[src/rtl/mac_pkg.sv]
// Shared types and helpers for the streaming MAC engine.
// Accumulator width derivation, S1 control record, overflow and saturation selection.
package mac_pkg;

    function automatic int mac_aw(input int dw, input int guard);
        return 2 * dw + guard;
    endfunction

    // Product bits live beside this record so the record stays width-independent.
    typedef struct packed {
        logic last;
        logic valid;
    } s1_ctl_t;

    typedef enum logic [1:0] {
        ADJ_NONE,
        ADJ_MAX,
        ADJ_MIN
    } adj_t;

    function automatic logic mac_ovf(input logic sgn, input logic carry,
                                     input logic acc_msb, input logic add_msb,
                                     input logic sum_msb);
        if (sgn)
            return (acc_msb == add_msb) && (sum_msb != acc_msb);
        return carry;
    endfunction

    // On signed overflow the true sum carries the sign of the addend.
    function automatic adj_t mac_sat_sel(input logic sgn, input logic ovf,
                                         input logic add_msb);
        if (!ovf)
            return ADJ_NONE;
        if (sgn && add_msb)
            return ADJ_MIN;
        return ADJ_MAX;
    endfunction

endpackage

[src/rtl/mac_mult.sv]
// Combinational DW x DW multiplier, signed or unsigned per SIGNED.
module mac_mult #(
    parameter int DW     = 8,
    parameter int SIGNED = 0
) (
    input  logic [DW-1:0]   a,
    input  logic [DW-1:0]   b,
    output logic [2*DW-1:0] p
);

    logic [2*DW-1:0] ax;
    logic [2*DW-1:0] bx;

    // Extending to full product width first makes the truncated product exact in both modes.
    always_comb begin
        if (SIGNED != 0) begin
            ax = {{DW{a[DW-1]}}, a};
            bx = {{DW{b[DW-1]}}, b};
        end else begin
            ax = {{DW{1'b0}}, a};
            bx = {{DW{1'b0}}, b};
        end
        p = ax * bx;
    end

endmodule

[src/rtl/mac_stream_acc.sv]
// Pipelined multiply-accumulate engine with valid/ready on both sides.
// Define MAC_SAT_EN to clamp the accumulator on overflow instead of wrapping.
module mac_stream_acc
    import mac_pkg::*;
#(
    parameter int DW     = 8,
    parameter int GUARD  = 4,
    parameter int AW     = mac_aw(DW, GUARD),
    parameter int CW     = 8,
    parameter int SIGNED = 0
) (
    input  logic          clk,
    input  logic          rst,
    input  logic          clr,
    input  logic          in_valid,
    output logic          in_ready,
    input  logic [DW-1:0] a,
    input  logic [DW-1:0] b,
    input  logic          last,
    output logic          out_valid,
    input  logic          out_ready,
    output logic [AW-1:0] acc_out,
    output logic [CW-1:0] cnt_out,
    output logic          ovf
);

    logic [2*DW-1:0] prod;
    logic [2*DW-1:0] s1_prod;
    s1_ctl_t         s1;
    logic [AW-1:0]   acc;
    logic [AW-1:0]   ext;
    logic [AW-1:0]   sum;
    logic [AW-1:0]   acc_next;
    logic            carry;
    logic [CW-1:0]   cnt;
    logic [CW-1:0]   cnt_next;
    logic            ovf_run;
    logic            ovf_this;
    logic            stall;
    logic            accept;

    mac_mult #(.DW(DW), .SIGNED(SIGNED)) u_mult (
        .a (a),
        .b (b),
        .p (prod)
    );

    assign stall    = out_valid & ~out_ready;
    assign in_ready = ~rst & ~clr & ~stall;
    assign accept   = in_valid & in_ready;

    always_comb begin
        if (SIGNED != 0)
            ext = AW'($signed(s1_prod));
        else
            ext = AW'(s1_prod);
        {carry, sum} = {1'b0, acc} + {1'b0, ext};
        ovf_this = mac_ovf(SIGNED != 0, carry, acc[AW-1], ext[AW-1], sum[AW-1]);
        cnt_next = cnt + CW'(1);
    end

`ifdef MAC_SAT_EN
    adj_t adj;

    // Once clamped, the accumulator ignores further addends until the dot product ends.
    always_comb begin
        adj      = mac_sat_sel(SIGNED != 0, ovf_this, ext[AW-1]);
        acc_next = sum;
        if (ovf_run)
            acc_next = acc;
        else if (adj == ADJ_MIN)
            acc_next = {1'b1, {(AW-1){1'b0}}};
        else if (adj == ADJ_MAX)
            acc_next = (SIGNED != 0) ? {1'b0, {(AW-1){1'b1}}} : '1;
    end
`else
    always_comb begin
        acc_next = sum;
    end
`endif

    always_ff @(posedge clk or posedge rst) begin
        if (rst) begin
            s1        <= '0;
            s1_prod   <= '0;
            acc       <= '0;
            cnt       <= '0;
            ovf_run   <= 1'b0;
            out_valid <= 1'b0;
            acc_out   <= '0;
            cnt_out   <= '0;
            ovf       <= 1'b0;
        end else if (clr) begin
            s1.valid  <= 1'b0;
            acc       <= '0;
            cnt       <= '0;
            ovf_run   <= 1'b0;
            out_valid <= 1'b0;
        end else if (!stall) begin
            s1.valid <= accept;
            if (accept) begin
                s1_prod <= prod;
                s1.last <= last;
            end
            out_valid <= 1'b0;
            if (s1.valid) begin
                if (s1.last) begin
                    acc_out   <= acc_next;
                    cnt_out   <= cnt_next;
                    ovf       <= ovf_run | ovf_this;
                    out_valid <= 1'b1;
                    acc       <= '0;
                    cnt       <= '0;
                    ovf_run   <= 1'b0;
                end else begin
                    acc     <= acc_next;
                    cnt     <= cnt_next;
                    ovf_run <= ovf_run | ovf_this;
                end
            end
        end
    end

endmodule

[config.mk]
export PLATFORM = sky130hd
export DESIGN_NAME = mac_stream_acc
export DESIGN_NICKNAME = d
export VERILOG_FILES = /design/src/rtl/mac_pkg.sv /design/src/rtl/mac_mult.sv /design/src/rtl/mac_stream_acc.sv
export SDC_FILE = /design/constraint.sdc
export NUM_CORES = 1
export LEC_CHECK = 0
export CORE_UTILIZATION = 54
export DETAILED_ROUTE_END_ITERATION = 10
export GPL_TIMING_DRIVEN = 1
export PLACE_DENSITY = 0.8
export SETUP_SLACK_MARGIN = 0.05
export SKIP_LAST_GASP = 1
export SLEW_MARGIN = 15
export SYNTH_ARGS = -nofsm -noshare
export SYNTH_HDL_FRONTEND = slang
export SYNTH_HIERARCHICAL = 1
export SYNTH_SLANG_ARGS = --single-unit
export TNS_END_PERCENT = 10
[constraint.sdc]
create_clock -name clk -period 2.45 [get_ports clk]
set_input_delay 0.49 -clock clk [delete_from_list [all_inputs] [get_ports clk]]
set_output_delay 0.49 -clock clk [all_outputs]
set_load 0.005 [all_outputs]
==> flow_summary.toml, run 1 <==
[logic_synthesis]
yosys-top-cells-area = "dfrtp_1 31%, fa_1 12%, ha_1 11%, nand2_1 5.5%, and2_1 5.0%"
synth.distinct_cells = 62
synthArstFlopShare_pct = 100
synth_seq_cells = 77
syn_inst = 657
syn_area_um2 = 6240
ys_warn_count = 6
synth_top_area_share_pct = 30.9
synth_edf_count = 0
synth-main-ff-cell = "dfrtp_1"
syn_nets = 769
synth.yosys.seq_area_share_pct = 30.9
postSynthAreaPerCell_um2 = 9.50
yosys.area.top_type = "dfrtp_1"

[worst_setup_path]
crit_required_ns = 2.67
end_kind = "register"
crit_type = "in2reg"
cp.arrival_ns = 4.22
cp-start-kind = "input pin"
crit_fanout = 4

[clocking]
htree_levels = 3
clockBufferDepth = 2
clk_latency_ns = 0.34
cts_buffers = 9
holdBufCountCts = 0
cts_tree = "done"
path_clk_slew_ns = 0.06
cts_sinks = 77
root_buffer = "clkbuf_16"

[place]
dp_hpwl_um = 10900
preCtsSetupSlack_ns = -2.31
placedCellCount = 883
gp_congestion = 0.876
port_buffers = 52

[sta]
slew_viol_final = 0
period_minus_slack_ns = 4.00
setup_viol = 13
rsz0062_at_grt = "yes"
fmax_mhz = 250
fin_tns_setup_ns = -16.08
finalCritPeriodShare_pct = 163
slew_headroom_pct = 68.9
finalHoldViolCount = 0
tightest_slew_ns = 0.461
setup_ws_ns = -1.55
finClkSkew_ns = 0.0103

[flow_run]
drv_cap = 0

[detailed_routing]
route.detailed.drc = 0
drt_iter0_markers = 293
antenna_left = 0
post_drt_wl_per_cell_um = 16.0
vias = 5080
finalWirelength_um = 14400
drt-vias-per-instance = 5.64
drt_first_pass_iters = 6

[pwr]
p_total_uw = 6430
vdd_ir_drop_max_mv = 0.562
leakagePower_uw = 0.00374
power.density_nw_per_um2 = 837

[worst_hold_path]
min_path_type = "reg2reg"

[global_routing]
grt_overflow = 0
grt_pass1_vias = 5268
antenna_found_initial = 0
track_usage_pct = 26.1
grt_first_pass_wirelength_um = 24400
grt_max_degree = 78

[die]
coreArea_um2 = 11000
initial_utilization_pct = 56.6
num_io_pins = 53
die_h_um = 110
rows = 38
die_area_um2 = 12000
die_x_um = 110

[cells_and_area]
drive_gt1_share_pct = 20.7
layout_commonest_cell = "nand2_1"
area_growth_pct = 23.1
post-route-util_pct = 69.7
final_cell_mix = "90 x nand2_1, 77 x dfrtp_1, 52 x inv_1, 51 x buf_4, 49 x ha_1"
fin_cells = 900
diodes = 0
nets = 867

[outcome]
violations = "setup timing"
outcome = "finished with violations"
==> final timing paths <==
path	start	end	slack (ns)	cells after the start
worst min-delay path	cnt_out[6]	cnt_out[6]	0.47	2
worst max-delay path	a[1]	s1_prod[12]	-1.55	15
worst min register to register	cnt_out[6]	cnt_out[6]	0.47	2
max in group asynchronous	rst	acc[9]	1.52	3
min in group asynchronous	rst	cnt[5]	0.60	3
worst max register to register	s1_prod[0]	acc[14]	0.09	9
==> cell usage after synthesis (5+ instances only) <==
cell type	instances
o21ai_1	10
mux2_2	23
a22o_1	11
a21oi_1	23
a211oi_1	5
xor2_1	10
and3_1	8
nand2b_1	7
ha_1	53
nor2_1	32
inv_1	56
o21a_1	5
a21o_1	10
nand3_1	7
and2_1	50
nor3_1	7
xnor2_1	17
buf_2	11
nand2_1	91
dfrtp_1	77
clkbuf_1	7
fa_1	37
o21ai_0	32
==> per-layer routing <==
layer	track usage [%]	wire length (µm)
met1	34.6	6340
met2	44.0	7120
met3	3.97	627
met4	8.00	303
met5	0	0
==> area by class of cell <==
class	instances	area (µm²)
multi-input cells	504	4130
fillers	840	3340
flip-flops and latches	77	1930
repair buffers	107	936
clock buffers	10	239
inverters	56	210
well taps	140	175
clock inverters	6	70.1
==> kinds of logic (layout without fill, tap and decap cells) <==
logic type               after synthesis  after routing  synth area share, %
AND/OR/NAND/NOR                      223            223                 17.9
buffers and inverters                 76            179                 4.91
AO/OA/AOI/OAI                        139            139                 15.5
flip-flops                            77             77                 30.9
adder cells (fa/ha/maj)               90             90                 22.5
multiplexers                          25             25                 4.47
XOR/XNOR                              27             27                 3.79
==> where the power goes <==
part	internal [µW]	switching [µW]	total, µW
sequential	1540	177	1720
clock	824	552	1380
combinational	1670	1660	3330
==> through the flow <==
stage	hold slack [ns]	instance area [µm²]
after floorplan	0.454	6310
final	0.473	7690
after global placement	0.458	7370
after global routing	0.513	7690
after detailed placement	0.463	7370
after CTS	0.478	7650
==> worst max-delay path, cell delays in order <==
cell and delay [ns]:
clkdlybuf4s15_2 0.22, nand2_1 0.08, fa_1 0.50, fa_1 0.57, inv_1 0.06, fa_1 0.48, inv_1 0.05, fa_1 0.49
inv_2 0.05, ha_4 0.16, a211o_1 0.29, o211ai_2 0.19, nor3b_2 0.24, xnor2_1 0.09, mux2_2 0.26
==> sequential cells by signal, indices dropped and copies added, names as in the netlist <==
name,cells
ovf,1
ovf_run,1
s1_prod,16
acc_out,20
cnt,8
s1,2
acc,20
cnt_out,8
out_valid,1
==> timing repair <==
| action | in CTS | in global routing |
|---|---|---|
| pin swaps | 5 | 8 |
| resized for setup | 45 | 16 |
| cloned | 0 | 0 |
| setup endpoints to repair | 13 | 17 |
| setup buffers | 1 | 0 |
(Power assumes the default switching activity.)
==> run 2, diff against run 1 <==
--- a/config.mk
+++ b/config.mk
@@ -5,10 +5,10 @@
 export SDC_FILE = /design/constraint.sdc
 export NUM_CORES = 1
 export LEC_CHECK = 0
-export CORE_UTILIZATION = 54
+export CORE_UTILIZATION = 42
 export DETAILED_ROUTE_END_ITERATION = 10
 export GPL_TIMING_DRIVEN = 1
-export PLACE_DENSITY = 0.8
+export PLACE_DENSITY = 0.65
 export SETUP_SLACK_MARGIN = 0.05
 export SKIP_LAST_GASP = 1
 export SLEW_MARGIN = 15
==> run 2 against run 1 <==
The flow still finishes with violations (setup timing). Register-to-register slack lost 0.02 ns. Via count fell by 3.1%. Global-route usage fell by 7.0 points. Cell area is 1.6% higher. Total power is 0.13% lower. Sequential power hardly changed. Utilization shrank 16 points. Critical path depth down 1. Critical path type unchanged. Highest routed layer unchanged.
==> flow_summary.toml, run 2 (synthesis results as in run 1) <==
[outcome]
outcome = "finished with violations"
violations = "setup timing"

[cells_and_area]
nets = 869
top_regs = "acc (20), acc_out (20), s1_prod (16)"
diodes = 0
drive_gt1_share_pct = 21.7
layout_commonest_cell = "nand2_1"
fin_cells = 946
area_growth_pct = 25.1
final_cell_mix = "90 x nand2_1, 77 x dfrtp_1, 58 x buf_4, 50 x inv_1, 48 x ha_1"

[place]
preCtsSetupSlack_ns = -2.22
dp_hpwl_um = 10600
gp_congestion = 0.874
placedCellCount = 925
port_buffers = 52

[pwr]
power.density_nw_per_um2 = 823
vdd_ir_drop_max_mv = 0.355
leakagePower_uw = 0.00378

[detailed_routing]
finalWirelength_um = 13600
drt_iter0_markers = 252
top_layer = "met4"
routed-wl-met2_um = 6900
drt_first_pass_iters = 4
route.detailed.drc = 0
drt-vias-per-instance = 5.20
antenna_left = 0
post_drt_wl_per_cell_um = 14.4
wl_met3_um = 451
met1_length_um = 6100
vias = 4923

[sta]
setup_viol = 13
rsz0062_at_grt = "yes"
finClkSkew_ns = 0.0103
tightest_slew_ns = 0.466
slew_headroom_pct = 68.9
fmax_mhz = 259
finalHoldViolCount = 0
period_minus_slack_ns = 3.86
slew_viol_final = 0
setup_ws_ns = -1.41
finalCritPeriodShare_pct = 158

[clocking]
holdBufCountCts = 0
clk_latency_ns = 0.34
clockBufferDepth = 2
root_buffer = "clkbuf_16"
cts_sinks = 77
cts_tree = "done"
htree_levels = 3
path_clk_slew_ns = 0.06
cts_buffers = 9

[flow_run]
drv_cap = 0

[worst_setup_path]
cp.arrival_ns = 4.15
crit_slowest_cell = "fa_1"
end_kind = "register"
crit_type = "in2reg"
crit_fanout = 4
cp_cell_sequence = "buf_8 -> and2_4 -> fa_1 -> fa_1 -> fa_1 -> inv_2 -> fa_1 -> inv_2 -> ha_4 -> a211o_1 -> o22a_1 -> and3_4 -> a211oi_2 -> mux2_4"
crit_top_cell = "fa_1"
crit_required_ns = 2.73
slowest_delay_ns = 0.54
cp-start-kind = "input pin"

[global_routing]
grt_overflow = 0
track_usage_pct = 19.1
grt_max_degree = 78
grt_first_pass_wirelength_um = 23000
grt_pass1_vias = 5028
antenna_found_initial = 0

[die]
die_x_um = 124
die_h_um = 124
initial_utilization_pct = 42.9
die_area_um2 = 15400
rows = 44
num_io_pins = 53
coreArea_um2 = 14500

[worst_hold_path]
min_path_type = "reg2reg"
-- run 2: cell types whose count changed in the layout (fill, tap and decap cells not counted), sizes merged --
cell,delta
clkinvlp,-2
inv,+2
buf,+5
clkdlybuf4s15,-2
bufinv,+1
clkbuf,-1
dlymetal6s2s,-1
-- run 2: final timing paths --
check,startpoint,endpoint,slack (ns),cells after the start
setup / recovery,a[5],s1_prod[15],-1.41,14
hold / removal,acc_out[4],acc_out[4],0.47,2
max in group asynchronous,rst,s1_prod[3],1.50,3
hold reg to reg,acc_out[4],acc_out[4],0.47,2
min in group asynchronous,rst,acc_out[17],0.59,3
setup reg to reg,s1_prod[0],acc[14],0.07,9
-- run 2: final cells by class --
cell class,instances,area [µm²]
Sequential cell,77,1930
Inverter,56,210
Multi-Input combinational cell,504,4150
Tap cell,184,230
Clock buffer,9,225
Clock inverter,7,103
Fill cell,1313,6730
Timing Repair Buffer,109,967
-- run 2: worst max-delay path, delay by kind of cell --
family                   cells  cell delay [ns]
adder cells (fa/ha/maj)      5             2.33
AO/OA/AOI/OAI                3             0.64
AND/OR/NAND/NOR              2             0.34
buffers and inverters        3             0.19
multiplexers                 1             0.16
-- run 2: report_power, final --
part           internal [µW]  switching, µW
Sequential              1540            170
Combinational           1690           1560
Clock                    906            554
-- run 2: stage by stage --
step	power [µW]	TNS (ns)	utilization (%)	hold WS, ns	area [µm²]
6_report	6420	-14.94	53.7	0.474	7810
5_1_grt	6930	-17.04	53.7	0.512	7810
4_1_cts	6500	-15.37	53.7	0.481	7800
3_5_place_dp	4880	-24.84	50.8	0.465	7390
3_3_place_gp	4800	-24.52	50.8	0.459	7390
2_1_floorplan	3830	-15.23	-	0.454	6310
-- run 2: routing by layer --
metal / global-route usage [%] / up-vias
met5: 0 / -
met4: 7.96 / 0
met3: 2.15 / 10
met2: 33.8 / 77
met1: 23.6 / 2390
li1: - / 2446
-- run 2: timing repair --
| action | 4_1_cts | 5_1_grt |
|---|---|---|
| buffers inserted | 5 | 0 |
| gates resized for setup | 86 | 6 |
| pin swaps | 23 | 4 |
| setup endpoints to repair | 14 | 21 |
| gates cloned | 0 | 0 |
